<file path="src/rtl/tx_frame_arb.sv">
// tx_frame_arb -- packet-atomic two-source arbiter for the Ethernet TX path.
//
// Shares one MAC TX stream between the ARP generator and the IP/UDP frame
// builder. Whole frames (sop..eop) are granted round-robin, the granted
// source is passed straight through with zero added latency, and a
// programmable idle gap follows every output eop.
//
// Ports:
//   clk, rst_n                    clock, asynchronous active-low reset
//   arp_data/vld/sop/eop/mty      ARP source beat;  arp_rdy accepts it
//   ip_data/vld/sop/eop/mty       IP source beat;   ip_rdy accepts it
//   tx_data/vld/sop/eop/mty       output stream toward the MAC
//   tx_rdy                        downstream ready
//   drop_cnt                      saturating count of non-sop beats
//                                 discarded while idle
module tx_frame_arb #(
  parameter int DATA_W  = 16,
  parameter int GAP_CYC = 6,
  parameter int CNT_W   = 16
) (
  input  logic              clk,
  input  logic              rst_n,
  input  logic [DATA_W-1:0] arp_data,
  input  logic              arp_vld,
  input  logic              arp_sop,
  input  logic              arp_eop,
  input  logic              arp_mty,
  output logic              arp_rdy,
  input  logic [DATA_W-1:0] ip_data,
  input  logic              ip_vld,
  input  logic              ip_sop,
  input  logic              ip_eop,
  input  logic              ip_mty,
  output logic              ip_rdy,
  output logic [DATA_W-1:0] tx_data,
  output logic              tx_vld,
  output logic              tx_sop,
  output logic              tx_eop,
  output logic              tx_mty,
  input  logic              tx_rdy,
  output logic [CNT_W-1:0]  drop_cnt
);

  typedef enum logic [1:0] {IDLE, ARP, IP, GAP} state_t;

  localparam int GAP_W = (GAP_CYC > 1) ? $clog2(GAP_CYC) : 1;
  localparam logic [GAP_W-1:0] GAP_LOAD = GAP_W'((GAP_CYC > 0) ? GAP_CYC - 1 : 0);

  state_t           state;
  logic             rr_last;   // 1: IP was granted last, 0: ARP was
  logic [GAP_W-1:0] gap_cnt;

  logic       arp_req, ip_req;
  logic       grant_arp, grant_ip;
  logic       arp_drop, ip_drop;
  logic [1:0] drop_inc;

  function automatic logic [CNT_W-1:0] sat_add(input logic [CNT_W-1:0] a,
                                               input logic [1:0]       inc);
    logic [CNT_W:0] sum;
    sum = {1'b0, a} + {{(CNT_W-1){1'b0}}, inc};
    return sum[CNT_W] ? {CNT_W{1'b1}} : sum[CNT_W-1:0];
  endfunction

  assign arp_req = arp_vld && arp_sop;
  assign ip_req  = ip_vld && ip_sop;

  // On a tie the source that was not served last wins.
  assign grant_ip  = ip_req && (!arp_req || !rr_last);
  assign grant_arp = arp_req && !grant_ip;

  // A source presenting sop is never flushed, only mid-frame debris.
  assign arp_drop = (state == IDLE) && arp_vld && !arp_sop;
  assign ip_drop  = (state == IDLE) && ip_vld && !ip_sop;
  assign drop_inc = {1'b0, arp_drop} + {1'b0, ip_drop};

  always_comb begin
    arp_rdy = 1'b0;
    ip_rdy  = 1'b0;
    tx_data = '0;
    tx_vld  = 1'b0;
    tx_sop  = 1'b0;
    tx_eop  = 1'b0;
    tx_mty  = 1'b0;
    case (state)
      IDLE: begin
        // Flush handshake is masked so every output reads 0 during reset.
        arp_rdy = rst_n && arp_drop;
        ip_rdy  = rst_n && ip_drop;
      end
      ARP: begin
        tx_data = arp_data;
        tx_vld  = arp_vld;
        tx_sop  = arp_sop;
        tx_eop  = arp_eop;
        tx_mty  = arp_mty;
        arp_rdy = tx_rdy;
      end
      IP: begin
        tx_data = ip_data;
        tx_vld  = ip_vld;
        tx_sop  = ip_sop;
        tx_eop  = ip_eop;
        tx_mty  = ip_mty;
        ip_rdy  = tx_rdy;
      end
      default: ;
    endcase
  end

  always_ff @(posedge clk or negedge rst_n) begin
    if (!rst_n) begin
      state    <= IDLE;
      rr_last  <= 1'b1;
      gap_cnt  <= '0;
      drop_cnt <= '0;
    end else begin
      case (state)
        IDLE: begin
          drop_cnt <= sat_add(drop_cnt, drop_inc);
          if (grant_arp) begin
            state   <= ARP;
            rr_last <= 1'b0;
          end else if (grant_ip) begin
            state   <= IP;
            rr_last <= 1'b1;
          end
        end
        ARP, IP: begin
          if ((state == ARP) ? (arp_vld && tx_rdy && arp_eop)
                             : (ip_vld && tx_rdy && ip_eop)) begin
            if (GAP_CYC > 0) begin
              state   <= GAP;
              gap_cnt <= GAP_LOAD;
            end else begin
              state <= IDLE;
            end
          end
        end
        GAP: begin
          if (gap_cnt == '0) state <= IDLE;
          else               gap_cnt <= gap_cnt - 1'b1;
        end
        default: state <= IDLE;
      endcase
    end
  end

endmodule
</file>
<file path="config.mk">
export PLATFORM = sky130hd
export DESIGN_NAME = tx_frame_arb
export DESIGN_NICKNAME = d
export VERILOG_FILES = /design/src/rtl/tx_frame_arb.sv
export SDC_FILE = /design/constraint.sdc
export NUM_CORES = 1
export LEC_CHECK = 0
export BUFFER_PORTS_ARGS = -buffer_cell sky130_fd_sc_hd__buf_2
export CAP_MARGIN = 20
export CORE_MARGIN = 3
export CORE_UTILIZATION = 49
export DETAILED_ROUTE_END_ITERATION = 6
export GPL_ROUTABILITY_DRIVEN = 0
export PLACE_DENSITY_LB_ADDON = 0.05
export SLEW_MARGIN = 10
export SYNTH_ARGS = -nofsm -noshare
export SYNTH_HDL_FRONTEND = slang
export SYNTH_SLANG_ARGS = --single-unit
</file>
<file path="constraint.sdc">
create_clock -name clk -period 8.2 [get_ports clk]
set_input_delay 1.23 -clock clk [delete_from_list [all_inputs] [get_ports clk]]
set_output_delay 1.23 -clock clk [all_outputs]
set_load 0.02 [all_outputs]
</file>
# Word level (Yosys, flattened, before mapping)
# Index checks and enable logic that the tools add are counted.
classes:
  shifts: 0
  n_mul: 0
  eq_ne: 7
  n_reduce_logical: 28
  n_div: 0
  order_cmp: 0
  bitwise: 0
  mux: 19
  addsub: 3
ops:
  columns: ["operator", "count"]
  rows:
  - ["case mux 16 bit (2 select lines)", 1]
  - ["adder 16 x 2 -> 17 bit", 1]
  - ["two-way mux 16 bit", 1]
  - ["logical AND 1 bit", 14]
  - ["case mux 1 bit (2 select lines)", 6]
  - ["two-way mux 2 bit", 4]
  - ["two-way mux 3 bit", 2]
  - ["!= test 2 bit, second input constant", 3]
  - ["case mux 2 bit (3 select lines)", 1]
  - ["case mux 3 bit (2 select lines)", 1]
  - ["AND reduction 3 bit", 2]
  - ["zero test 1 bit", 5]
  - ["equality test 2 bit, second input constant", 2]
  - ["nonzero test 2 bit", 2]
  - ["zero test 3 bit", 1]
  - ["two-way mux 1 bit", 3]
  - ["!= test 3 bit, second input constant", 1]
  - ["subtractor 3 x 1 -> 3 bit, second input constant", 1]
  - ["adder 1 x 1 -> 2 bit", 1]
  - ["equality test 2 x 1 -> 1 bit, second input constant", 1]
  - ["zero test 2 bit", 1]
  - ["AND reduction 2 bit", 1]
  - ["OR reduction 2 bit", 1]
  - ["logical OR 1 bit", 1]
word_totals:
  latchBits: 0
  mem_bits_rw: 0
  n_memories: 0
  input_bits: 43
  elab_cells: 61
  rom_bits: 0
  reg_bits: 22

# Longest topological paths before layout
logic_depth:
  depth_word: 8
  depth_mapped: 12
  ltp_nobuf: 10

# Least setup slack after synthesis
# No wires, ideal clock.
synth_timing:
  path_type: "input port to output port"
  start: "input ip_sop"
  end: "output ip_rdy"
  path_slack_ns: 5.052
  t_required_ns: 6.970
  path_buffers: 0
  arrival_time_ns: 1.918
  cell_stages: 2
  path_cell_list: "nand3b_1 -> o21ai_0"
synth_via:
  elab_chain_len: 4
synth_lines:
  columns: ["item", "line", "text"]
  rows:
  - ["start: declaration", "31", "input logic ip_sop,"]
  - ["zero test 1 bit", "74", "assign ip_drop = (state == IDLE) && ip_vld && !ip_sop;"]
  - ["logical AND 1 bit", "74", null]
  - ["logical AND 1 bit", "89", "ip_rdy = rst_n && ip_drop;"]
  - ["case mux 1 bit (2 select lines)", "85", "case (state)"]
  - ["end: declaration", "34", "output logic ip_rdy,"]
# Every way passes these cells.

# Final worst setup path
layout_timing:
  start: "input rst_n"
  end: "output ip_rdy"
layout_via:
  elab_chain_len: 2
layout_lines:
  columns: ["item", "line", "text"]
  rows:
  - ["start: declaration", "22", "input logic rst_n,"]
  - ["logical AND 1 bit", "89", null]
  - ["case mux 1 bit (2 select lines)", "85", null]
# Every way passes these cells.

==> impl_metrics.env <==
export IMPL_status="finished clean"
export IMPL_crit_path_frequent_cell="buf_2"
export IMPL_yosysSeqAreaShare_pct=35.3
export IMPL_hold_buffers=0
export IMPL_worst_pin_slew_ns=0.752
export IMPL_cts_htree_levels=1
export IMPL_rows=19
export IMPL_cts_buffer_depth=2
export IMPL_start_util_pct=54.0
export IMPL_crit_arrival_ns=2.13
export IMPL_fmax_mhz=298
export IMPL_fin_skew_ns=0.0144
export IMPL_drv_cap=0
export IMPL_synth_async_reset_ratio_pct=100
export IMPL_cp_cell_sequence="buf_2 > inv_1 > o21ai_0 > buf_2"
export IMPL_antenna_cells=0
export IMPL_synthToLayoutAreaGrowth_pct=29.9
export IMPL_gr_usage_all_layers_pct=22.3
export IMPL_firstDrtPassIters=4
export IMPL_ys_types=35
export IMPL_syn_cell_area_sq_um=1570
export IMPL_setup_viol=0
export IMPL_dp_cells=298
export IMPL_holdWs_ns=0.512
export IMPL_yosys_warnings=0
export IMPL_dieArea_sq_um=3910
export IMPL_power_per_cell_area_nw_per_um2=303
export IMPL_antenna_found_initial=0
export IMPL_clk_latency_ns=0.31
export IMPL_root_buffer="clkbuf_4"
export IMPL_setup_tns_ns=0
export IMPL_via_per_inst=5.67
export IMPL_required_ns=6.97
export IMPL_postCtsSetupBuffers=0
export IMPL_slew_headroom_pct=49.9
export IMPL_via_count=1712
export IMPL_crit_path_start_kind="input pin"
export IMPL_ys_flop_type="dfrtp_1"
export IMPL_syn_nets=236
export IMPL_min_path_type="register to register"
export IMPL_drive_gt1_share_pct=36.5
export IMPL_die_w_um=62.5
export IMPL_ios=81
export IMPL_route_met3_wl_um=363
export IMPL_synth_cells=185
export IMPL_met2_length_um=2200
export IMPL_grt_overflow=0
export IMPL_place_hpwl_um=3300
export IMPL_die_h_um=62.5
export IMPL_finalHoldViolations=0
export IMPL_postPlaceCellArea_sq_um=1980
export IMPL_antenna_violating_nets_post_route=0
export IMPL_final_nets=312
export IMPL_avgRoutedWirePerCell_um=14.7
export IMPL_core_area_sq_um=2900
export IMPL_clk_pin_slew_worst_paths_ns=0.11
export IMPL_layout_min_cycle_time_ns=3.36
export IMPL_cts_tree="built"
export IMPL_cts_num_sinks=22
export IMPL_portBuffers=80
export IMPL_crit_type="input pin to output pin"
export IMPL_wl_um=4450
export IMPL_cpMaxStageDelayCell="buf_2"
export IMPL_finish_instance_area_sq_um=2030
export IMPL_grt_max_degree=24
export IMPL_finalCritPeriodShare_pct=40.9
export IMPL_routed_top_layer="met4"
export IMPL_synth_edf_count=0
export IMPL_grt_pass1_wl_um=7360
export IMPL_grt_pass1_vias=1616
export IMPL_cts_buffers=3
export IMPL_cp_max_fo=23
export IMPL_synth_seq_cells=22
export IMPL_p_total_uw=616
export IMPL_leakagePower_nw=1.10
export IMPL_drc=0
export IMPL_drt_iter0_markers=82
export IMPL_end_kind="output pin"
export IMPL_ir_drop_v=0.000159
export IMPL_rsz0062_at_grt="false"
export IMPL_finalNonFillerCells=302
export IMPL_slowest_delay_ns=0.40
export IMPL_maxSlewViolCount=0
export IMPL_avgSynthCellArea_sq_um=8.46
export IMPL_wl_met1_um=1840
export IMPL_ctsResizeCount=0
## sequential cells by signal (all words and copies together) (netlist names)
| name | cells |
|---|---|
| drop_cnt | 16 |
| gap_cnt | 3 |
| rr_last | 1 |
| state | 2 |
## layout make-up
cell class / count / area (sq um)
sequential: 22 / 552
inverter: 10 / 37.5
timing repair buffer: 80 / 400
clock buffer: 3 / 22.5
tap: 42 / 52.6
clock inverter: 1 / 30.0
multi-input combinational: 144 / 938
fill: 274 / 867
## path summary, 6_finish.rpt
path / cells after the start / slack, ns / end / startpoint
max: 4 / 4.84 / ip_rdy / rst_n
max reg2reg: 10 / 5.14 / drop_cnt[12]$_DFFE_PN0N_ / state[1]$_DFFE_PN0P_
max in group asynchronous: 1 / 6.97 / rr_last$_DFFE_PN1P_ / rst_n
min: 2 / 0.51 / rr_last$_DFFE_PN1P_ / rr_last$_DFFE_PN1P_
min reg2reg: 2 / 0.51 / rr_last$_DFFE_PN1P_ / rr_last$_DFFE_PN1P_
min in group asynchronous: 1 / 0.85 / gap_cnt[1]$_DFFE_PN0P_ / rst_n
## critical path: cells and delay by family
family / cells / cell delay (ns)
buf+inv: 3 / 0.70
compound gates: 1 / 0.19
## cell usage after synthesis (4+ instances only)
| library cell | count | area (sq um) |
|---|---|---|
| nor2_1 | 23 | 86.3 |
| dfrtp_1 | 21 | 526 |
| a22oi_1 | 20 | 150 |
| nand2_1 | 20 | 75.1 |
| nand3_1 | 13 | 65.1 |
| inv_1 | 10 | 37.5 |
| o21ai_0 | 9 | 45.0 |
| clkbuf_1 | 8 | 30.0 |
| ha_1 | 7 | 87.6 |
| nand4_1 | 6 | 37.5 |
| a21oi_1 | 5 | 25.0 |
| mux2_2 | 4 | 45.0 |
| xnor2_1 | 4 | 35.0 |
## cell families after synthesis
logic type / after synthesis / share of synthesized area, %
buf+inv: 19 / 4.80
mux: 6 / 4.16
flops: 22 / 35.3
fa+ha+maj: 8 / 6.87
compound gates: 42 / 18.1
simple gates: 82 / 27.4
xor+xnor: 6 / 3.36
## per-stage QoR
| stage | util, % | setup slack [ns] |
|---|---|---|
| floorplan | - | 5.05 |
| global placement | 68.3 | 4.84 |
| detailed placement | 68.3 | 4.80 |
| CTS | 70.1 | 4.81 |
| global route | 70.1 | 4.72 |
| finish | 70.1 | 4.84 |
## cell usage in the layout, fill, tap and decap left out, types with 6 or more instances in the layout
master / n
nand3_1: 13
nand2_1: 20
buf_2: 80
ha_1: 7
a22oi_1: 20
nand4_1: 6
inv_1: 10
dfrtp_1: 21
nor2_1: 23
o21ai_0: 9
## power by group
| group | internal, mW | total [mW] | switching, mW |
|---|---|---|---|
| Combinational | 0.133 | 0.383 | 0.250 |
| Clock | 0.0494 | 0.0830 | 0.0336 |
| Sequential | 0.131 | 0.149 | 0.0187 |
| Total | 0.313 | 0.616 | 0.303 |
## routing by layer
metal,GRT usage (%),vias to the layer above
li1,-,822
met1,26.3,804
met2,40.2,80
met3,5.40,6
met4,6.06,0
met5,0,-
No activity file was read; power rests on OpenSTA's default activity.
